--- src/rtl/ascon_pkg.sv ---
// Shared types and constants for the Ascon decryption datapath.
// Holds the state layout, IV, round-constant table and FSM encoding.
package ascon_pkg;

  typedef struct packed {
    logic [63:0] s4;
    logic [63:0] s3;
    logic [63:0] s2;
    logic [63:0] s1;
    logic [63:0] s0;
  } type_state;

  localparam logic [63:0] ASCON_IV = 64'h00001000808c0001;

  // Round i adds ((15 - i) << 4) | i to S2.
  localparam logic [7:0] ROUND_CONST [12] = '{
    8'hf0, 8'he1, 8'hd2, 8'hc3, 8'hb4, 8'ha5,
    8'h96, 8'h87, 8'h78, 8'h69, 8'h5a, 8'h4b
  };

  typedef enum logic [3:0] {
    IDLE, INIT, WAIT_AD, AD, WAIT_C1, C1, WAIT_C2, C2, DONE
  } fsm_state_t;

  function automatic logic [63:0] rotr64(input logic [63:0] v, input int unsigned n);
    return (v >> n) | (v << (64 - n));
  endfunction

endpackage

--- src/rtl/ascon_round.sv ---
// One combinational Ascon permutation round: constant add, bitsliced S-box,
// then the per-word linear diffusion layer.
module ascon_round
  import ascon_pkg::*;
(
  input  type_state  state_in,
  input  logic [3:0] round_idx,
  output type_state  state_out
);

  logic [63:0] x0, x1, x2, x3, x4;
  logic [63:0] t0, t1, t2, t3, t4;

  always_comb begin
    x0 = state_in.s0;
    x1 = state_in.s1;
    x2 = state_in.s2 ^ {56'h0, ROUND_CONST[round_idx]};
    x3 = state_in.s3;
    x4 = state_in.s4;

    x0 = x0 ^ x4;
    x4 = x4 ^ x3;
    x2 = x2 ^ x1;
    t0 = ~x0 & x1;
    t1 = ~x1 & x2;
    t2 = ~x2 & x3;
    t3 = ~x3 & x4;
    t4 = ~x4 & x0;
    x0 = x0 ^ t1;
    x1 = x1 ^ t2;
    x2 = x2 ^ t3;
    x3 = x3 ^ t4;
    x4 = x4 ^ t0;
    x1 = x1 ^ x0;
    x0 = x0 ^ x4;
    x3 = x3 ^ x2;
    x2 = ~x2;

    state_out.s0 = x0 ^ rotr64(x0, 19) ^ rotr64(x0, 28);
    state_out.s1 = x1 ^ rotr64(x1, 61) ^ rotr64(x1, 39);
    state_out.s2 = x2 ^ rotr64(x2, 1)  ^ rotr64(x2, 6);
    state_out.s3 = x3 ^ rotr64(x3, 10) ^ rotr64(x3, 17);
    state_out.s4 = x4 ^ rotr64(x4, 7)  ^ rotr64(x4, 41);
  end

endmodule

--- src/rtl/ascon_decrypt_top.sv ---
// Ascon decryptor: one permutation round per cycle, AD + two ciphertext blocks,
// plaintext released per block, tag checked at the end.
//
// state   | meaning
// IDLE    | waiting for start_i
// INIT    | p12 over key/nonce state, key folded in at the end
// WAIT_AD | waiting for associated data block
// AD      | p8 after absorbing AD, domain bit set at the end
// WAIT_C1 | waiting for ciphertext block 1
// C1      | p8 after block 1
// WAIT_C2 | waiting for ciphertext block 2 and received tag
// C2      | p12 finalisation, tag computed and compared
// DONE    | result held, start_i begins a new decryption
module ascon_decrypt_top
  import ascon_pkg::*;
(
  input  logic         clock_i,
  input  logic         resetb_i,
  input  logic         start_i,
  input  logic         data_valid_i,
  input  logic [127:0] key_i,
  input  logic [127:0] nonce_i,
  input  logic [127:0] data_i,
  input  logic [127:0] tag_i,
  output logic         plain_valid_o,
  output logic [127:0] plain_o,
  output logic [127:0] tag_o,
  output logic         auth_ok_o,
  output logic         end_initialisation_o,
  output logic         end_associate_o,
  output logic         end_plain1_o,
  output logic         end_plain2_o,
  output logic         end_o
);

  fsm_state_t   state_q;
  type_state    s_q;
  type_state    s_rnd;
  logic [3:0]   rnd_q;
  logic [127:0] tag_rx_q;
  logic [63:0]  key_lo;
  logic [63:0]  key_hi;
  logic         last_rnd;
  logic [127:0] tag_calc;

  assign key_lo   = key_i[63:0];
  assign key_hi   = key_i[127:64];
  assign last_rnd = (rnd_q == 4'd11);
  assign tag_calc = {s_rnd.s4 ^ key_hi, s_rnd.s3 ^ key_lo};

  ascon_round u_round (
    .state_in  (s_q),
    .round_idx (rnd_q),
    .state_out (s_rnd)
  );

  always_ff @(posedge clock_i or negedge resetb_i) begin
    if (!resetb_i) begin
      state_q              <= IDLE;
      s_q                  <= '0;
      rnd_q                <= '0;
      tag_rx_q             <= '0;
      plain_valid_o        <= 1'b0;
      plain_o              <= '0;
      tag_o                <= '0;
      auth_ok_o            <= 1'b0;
      end_initialisation_o <= 1'b0;
      end_associate_o      <= 1'b0;
      end_plain1_o         <= 1'b0;
      end_plain2_o         <= 1'b0;
      end_o                <= 1'b0;
    end else begin
      plain_valid_o        <= 1'b0;
      end_initialisation_o <= 1'b0;
      end_associate_o      <= 1'b0;
      end_plain1_o         <= 1'b0;
      end_plain2_o         <= 1'b0;
      case (state_q)
        IDLE, DONE: begin
          if (start_i) begin
            s_q       <= '{s4: nonce_i[127:64], s3: nonce_i[63:0],
                           s2: key_hi, s1: key_lo, s0: ASCON_IV};
            rnd_q     <= 4'd0;
            end_o     <= 1'b0;
            auth_ok_o <= 1'b0;
            state_q   <= INIT;
          end
        end
        INIT: begin
          s_q <= s_rnd;
          if (last_rnd) begin
            s_q.s3               <= s_rnd.s3 ^ key_lo;
            s_q.s4               <= s_rnd.s4 ^ key_hi;
            end_initialisation_o <= 1'b1;
            state_q              <= WAIT_AD;
          end else begin
            rnd_q <= rnd_q + 4'd1;
          end
        end
        WAIT_AD: begin
          if (data_valid_i) begin
            s_q.s0  <= s_q.s0 ^ data_i[63:0];
            s_q.s1  <= s_q.s1 ^ data_i[127:64];
            rnd_q   <= 4'd4;
            state_q <= AD;
          end
        end
        AD: begin
          s_q <= s_rnd;
          if (last_rnd) begin
            s_q.s4          <= s_rnd.s4 ^ 64'h1;
            end_associate_o <= 1'b1;
            state_q         <= WAIT_C1;
          end else begin
            rnd_q <= rnd_q + 4'd1;
          end
        end
        WAIT_C1: begin
          if (data_valid_i) begin
            plain_o       <= data_i ^ {s_q.s1, s_q.s0};
            plain_valid_o <= 1'b1;
            s_q.s0        <= data_i[63:0];
            s_q.s1        <= data_i[127:64];
            rnd_q         <= 4'd4;
            state_q       <= C1;
          end
        end
        C1: begin
          s_q <= s_rnd;
          if (last_rnd) begin
            end_plain1_o <= 1'b1;
            state_q      <= WAIT_C2;
          end else begin
            rnd_q <= rnd_q + 4'd1;
          end
        end
        WAIT_C2: begin
          if (data_valid_i) begin
            plain_o       <= data_i ^ {s_q.s1, s_q.s0};
            plain_valid_o <= 1'b1;
            s_q.s0        <= data_i[63:0];
            s_q.s1        <= data_i[127:64];
            s_q.s2        <= s_q.s2 ^ key_lo;
            s_q.s3        <= s_q.s3 ^ key_hi;
            tag_rx_q      <= tag_i;
            end_plain2_o  <= 1'b1;
            rnd_q         <= 4'd0;
            state_q       <= C2;
          end
        end
        C2: begin
          s_q <= s_rnd;
          if (last_rnd) begin
            tag_o     <= tag_calc;
            // Whole-width reduce keeps the compare time independent of the data.
            auth_ok_o <= ~|(tag_calc ^ tag_rx_q);
            end_o     <= 1'b1;
            state_q   <= DONE;
          end else begin
            rnd_q <= rnd_q + 4'd1;
          end
        end
        default: state_q <= IDLE;
      endcase
    end
  end

endmodule

--- config.mk ---
export PLATFORM = sky130hd
export DESIGN_NAME = ascon_decrypt_top
export DESIGN_NICKNAME = d
export VERILOG_FILES = /design/src/rtl/ascon_pkg.sv /design/src/rtl/ascon_round.sv /design/src/rtl/ascon_decrypt_top.sv
export SDC_FILE = /design/constraint.sdc
export NUM_CORES = 2
export LEC_CHECK = 0
export ABC_AREA = 1
export ABC_CLOCK_PERIOD_IN_PS = 4200
export CAP_MARGIN = 20
export CORE_ASPECT_RATIO = 0.8
export CORE_MARGIN = 2
export CORE_UTILIZATION = 35
export CTS_CLUSTER_DIAMETER = 80
export DETAILED_ROUTE_END_ITERATION = 10
export DONT_BUFFER_PORTS = 1
export PLACE_DENSITY = 0.6
export SLEW_MARGIN = 20
export SYNTH_ARGS = -nofsm -noshare
export SYNTH_HDL_FRONTEND = slang
export SYNTH_HIERARCHICAL = 1
export SYNTH_SLANG_ARGS = --single-unit
--- constraint.sdc ---
create_clock -name clock_i -period 4.2 [get_ports clock_i]
set_clock_uncertainty 0.2 [all_clocks]
set_input_delay 0.84 -clock clock_i [delete_from_list [all_inputs] [get_ports clock_i]]
set_output_delay 0.84 -clock clock_i [all_outputs]
set_load 0.01 [all_outputs]
Yosys cells after proc, flatten, opt, wreduce, memory -nomap -nowiden:

Memories as Yosys holds them, arrays and structs flattened.
Cells that the tools add are included.

* memories kept: 1
* bits in writable memories: 0
* latch bits: 0
* logic and storage cells: 152
* bits in read-only memories: 128
* bits in registers: 719
* bits of input ports: 516

Memory list
* (no name shown): words 16, bits a word 8, rd ports 1, clocked after memory_dff 0, write ports 0, RTL line ascon_round.sv:17 `x2 = state_in.s2 ^ {56'h0, ROUND_CONST[round_idx]};`

* bitwise gates (word level): 53
* multipliers: 0
* reductions and logical operators: 23
* eq/ne operators: 19
* add/sub/neg operators: 1
* shift operators: 0
* order comparisons: 1
* div/mod/pow operators: 0
* muxes and demuxes: 37

Operators with widths (number)
* $xor A64 B64 Y64: 27
* $pmux W128 S5: 1
* $pmux W128 S4: 1
* $mux W128: 3
* $not A64 Y64: 6
* $and A64 B64 Y64: 5
* $mux W320: 1
* $mux W256: 1
* $pmux W64 S4: 1
* $xor A128 B128 Y128: 2
* $reduce_or A128 Y1: 1
* $or A23 B64 Y64: 1
* $or A25 B64 Y64: 1
* $or A3 B64 Y64: 1
* $or A36 B64 Y64: 1
* $or A45 B64 Y64: 1
* $or A47 B64 Y64: 1
* $or A54 B64 Y64: 1
* $or A57 B64 Y64: 1
* $or A58 B64 Y64: 1
* $or A63 B64 Y64: 1
* $xor A64 B8 Y64: 1
* $mux W4: 12
* $pmux W4 S8: 1
* 26 further kinds: 61

Logic depth before layout (Yosys ltp):

* depth after elaboration: 17
* depth in mapped cells: 24

Modules after synthesis:

Netlist, hierarchy kept.

Modules (own cells, without submodules)
* ascon_decrypt_top: sequential area each 17992.3 µm², times used 1, cells an instance 5122, area each 40878.0 µm²
* ascon_round: sequential area each 0.0 µm², times used 1, cells an instance 4146, area each 20572.2 µm²

Worst setup path before layout:

Ideal clock, no wire load.

* path type: flip-flop to flip-flop
* start point: register rnd_q[3]
* end point: register auth_ok_o
* arrival: 2.656 ns
* required time: 3.935 ns
* cell stages (with the launch flop): 21
* setup slack: 1.279 ns
* library setup time: 0.065 ns
* period minus slack after synthesis: 2.921 ns
* path through: dfrtp_1 > inv_1 > nand2_1 > nand2_1 > and2_1 > ha_1 > xor2_2 > xor2_2 > inv_2 > nand3_1 > nand2_1 > or2_2 > nand3_1 > nand3_1 > nor2_1 > nand2_1 > nor2_1 > nand2_1 > nor2_1 > nand3_1 > nand2_1

RTL lines
* from (decl): RTL line ascon_decrypt_top.sv:39 `logic [3:0] rnd_q;`
* from (signal assigned): RTL line ascon_decrypt_top.sv:97 `rnd_q <= rnd_q + 4'd1;`
* from (signal assigned): RTL line ascon_decrypt_top.sv:115 `rnd_q <= rnd_q + 4'd1;`
* from (signal assigned): RTL line ascon_decrypt_top.sv:134 `rnd_q <= rnd_q + 4'd1;`
* to (signal assigned): RTL line ascon_decrypt_top.sv:156 `auth_ok_o <= ~|(tag_calc ^ tag_rx_q);`
* to (decl): RTL line ascon_decrypt_top.sv:28 `output logic auth_ok_o,`

==> results_dict.tcl <==
set metrics [dict create \
    syn_inst 9268 \
    die_area_um2 179000 \
    yosys.area.top_type "dfrtp_1" \
    outcome "complete, but fails checks" \
    critPathLaunch "rnd_q[3]$_DFFE_PN0P_" \
    r2r_setup_slack_ns -0.04 \
    worst_pin_slew_ns 1.384 \
    area_growth_pct 21.67 \
    drtIter0Drc 9934 \
    via_per_inst 5.781 \
    clk_pin_slew_ns 0.06 \
    crit_path_end "s_q[242]$_DFFE_PN0P_" \
    crit_chain "xnor2_1 > inv_1 > ha_1 > xnor2_2 > xnor2_1 > nand2_1 > nand3_1 > nand2_1 > xnor2_1 > o21ai_0 > a21oi_1 > a31oi_1" \
    dpl_worst_slack_ns -0.5756 \
    maxCapViolCount 0 \
    async_reset_ff_share_pct 100.0 \
    slew_headroom_pct 6.738 \
    yosys_most_used_dff "dfrtp_1" \
    final_nets 10640 \
    crit_path_end_kind "flip-flop" \
    portBuffers 0 \
    setup_viol 1 \
    cp.arrival_ns 4.53 \
    path_class "flip-flop to flip-flop" \
    row_count 137 \
    crit_required_ns 4.49 \
    rsz0062_at_grt "false" \
    hp-class "input port to flip-flop" \
    groute.usage.overall_pct 45.85 \
    reg2reg_depth 12 \
    synth_cell_types 52 \
    place_hpwl_mm 357.5 \
    period_needed_ns 4.235 \
    syn_area_um2 61450 \
    fmax_mhz 236.1 \
    synthTopCellsByCount "nand2_1, inv_1, dfrtp_1" \
    synth-edff-count 0 \
    die_w_um 472.5 \
    cpPeakStageDelay_ns 0.85 \
    crit_path_max_fanout 4 \
    num_io_pins 779 \
    placed_area_um2 70340 \
    cts_buffers 90 \
    htreeDepth 3 \
    drive_gt1_share_pct 14.63 \
    syn_area_per_cell_um2 6.630 \
    ys_seq_area_share_pct 29.28 \
    startpoint_type "flip-flop" \
    route.detailed.drc 0 \
    coreArea_um2 174300 \
    synth_top_family_by_area "simple AND/OR/NAND/NOR gates" \
    synth_fa_ha_area_share_pct 2.627 \
    antenna_found_initial 60 \
    yosys_warnings 6 \
    yosys.area_share.xor_xnor_pct 9.816 \
    clockRootBuffer "clkbuf_16" \
    crit_path_top_delay_cell "a31oi_1" \
    routedWlPerCell_um 34.29 \
    grt_start_max_net_pins 720 \
    synth_compound_area_share_pct 11.67 \
    r2r-end "s_q[242]$_DFFE_PN0P_" \
    ys_ff_latch 719 \
    synth_most_common_cell "nand2_1" \
    finalWirelength_mm 424.9 \
    syn_nets 9913 \
    muxShareOfSynthArea_pct 4.874 \
    ys_top_cells_by_area "dfrtp_1, nand2_1, xor2_1" \
    clockBufferDepth 3 \
    final-hold-violation-count 0 \
    violations "negative setup slack" \
    routabilityCongestion 1.099 \
    vias 71640 \
    clk_latency_ns 0.80 \
    yosys.area_share.simple_pct 33.72 \
    grt_overflow 0 \
    ant_nets 0 \
    tritoncts "built" \
    crit_top_cell "xnor2_1" \
    setup_ws_ns -0.03530 \
    period_share_pct 100.8 \
    clock_sinks 719 \
    grt_pass1_wl_mm 553.9 \
    die_y_um 378.8 \
    reg2reg_from "rnd_q[3]$_DFFE_PN0P_" \
    synth_top_area_share_pct 29.28 \
    post-cts-setup-buffers 0 \
    slew_viol_final 0 \
    finalInstanceArea_um2 74770 \
    grt_pass1_vias 64370 \
    drtPass1Iterations 7 \
    start_util_pct 35.25 \
]
## worst min path at each step
stage / startpoint / end / slack, ns / cells past startpoint
after floorplan: state_q[1]$_DFFE_PN0P_ / end_plain1_o$_DFF_PN0_ / 0.25 / 1
after global placement: state_q[1]$_DFFE_PN0P_ / end_plain1_o$_DFF_PN0_ / 0.28 / 1
after detailed placement: state_q[1]$_DFFE_PN0P_ / end_plain1_o$_DFF_PN0_ / 0.27 / 1
after CTS: resetb_i / tag_rx_q[75]$_DFFE_PN0P_ / -0.48 / 0
after global routing: key_i[65] / s_q[129]$_DFFE_PN0P_ / 0.02 / 2
final: tag_i[123] / tag_rx_q[123]$_DFFE_PN0P_ / 0.02 / 2
## state kept, by name, indices dropped and copies added (netlist names)
register,count
plain_valid_o,1
end_plain1_o,1
end_associate_o,1
plain_o,128
rnd_q,4
end_o,1
end_initialisation_o,1
tag_rx_q,128
tag_o,128
end_plain2_o,1
s_q,320
state_q,4
auth_ok_o,1
## cell type report
type                       instances  area, um2
clock buffer                     122       2512
antenna                           35      87.58
fill                           18090      99560
multi-input combinational       7302      38800
clock inverter                    45      650.6
sequential                       719      18000
tap                             2293       2869
inverter                         972       3661
timing repair buffer             905       8185
## stage by stage
step           hold WS, ns  util [%]  std cells  TNS (ns)
2_1_floorplan       0.2518         -       9268         0
3_3_place_gp        0.2815     40.35      12100   -0.6941
3_5_place_dp        0.2716     40.35      12100   -0.6995
4_1_cts            -0.4806     42.68      12350         0
5_1_grt            0.02121     42.87      12380         0
6_report           0.02022     42.89      12390  -0.03530
## kinds of logic after synthesis
| group | after synthesis |
|---|---|
| AO/OA/AOI/OAI | 1158 |
| XOR/XNOR | 627 |
| adder cells (fa/ha/maj) | 129 |
| buffers and inverters | 1247 |
| flip-flops | 719 |
| multiplexers | 250 |
| AND/OR/NAND/NOR | 5138 |
## what timing repair did
item / 4_1_cts / 5_1_grt
endpoints found under the hold margin: 804 / 54
endpoints found under the setup margin: 2 / 1
pin swaps: 2 / 1
resized for setup: 10 / 26
cloned: 0 / 0
hold buffers: 85 / 1
## worst max-delay path, delay by kind of cell (launching register included)
kind,cells,cell delay [ns]
compound gates,3,1.18
flops,1,0.42
buf+inv,1,0.09
simple gates,3,0.58
fa+ha+maj,1,0.31
xor+xnor,4,1.16
## metal layers
metal,GRT usage [%],wire length (um)
met1,55.71,160600
met2,67.41,175400
met3,13.36,47160
met4,37.10,41450
met5,0,252
## placed cells by master (no fill, tap or decap), types with 79 or more instances in the layout
cell and count:
nand4_1 125, inv_1 946, a31oi_1 79, nor2_1 307, xnor2_1 115, dlygate4sd3_1 86, buf_12 86, nand2_1 3915
buf_4 728, nand3_1 678, a22oi_1 128, mux2_2 202, dfrtp_1 716, o21ai_0 552, clkbuf_16 90, xor2_1 425
a21oi_1 101, ha_1 127
Power is not shown: default switching activity piles up to over one toggle a cycle in this logic, so the estimate is an artifact.
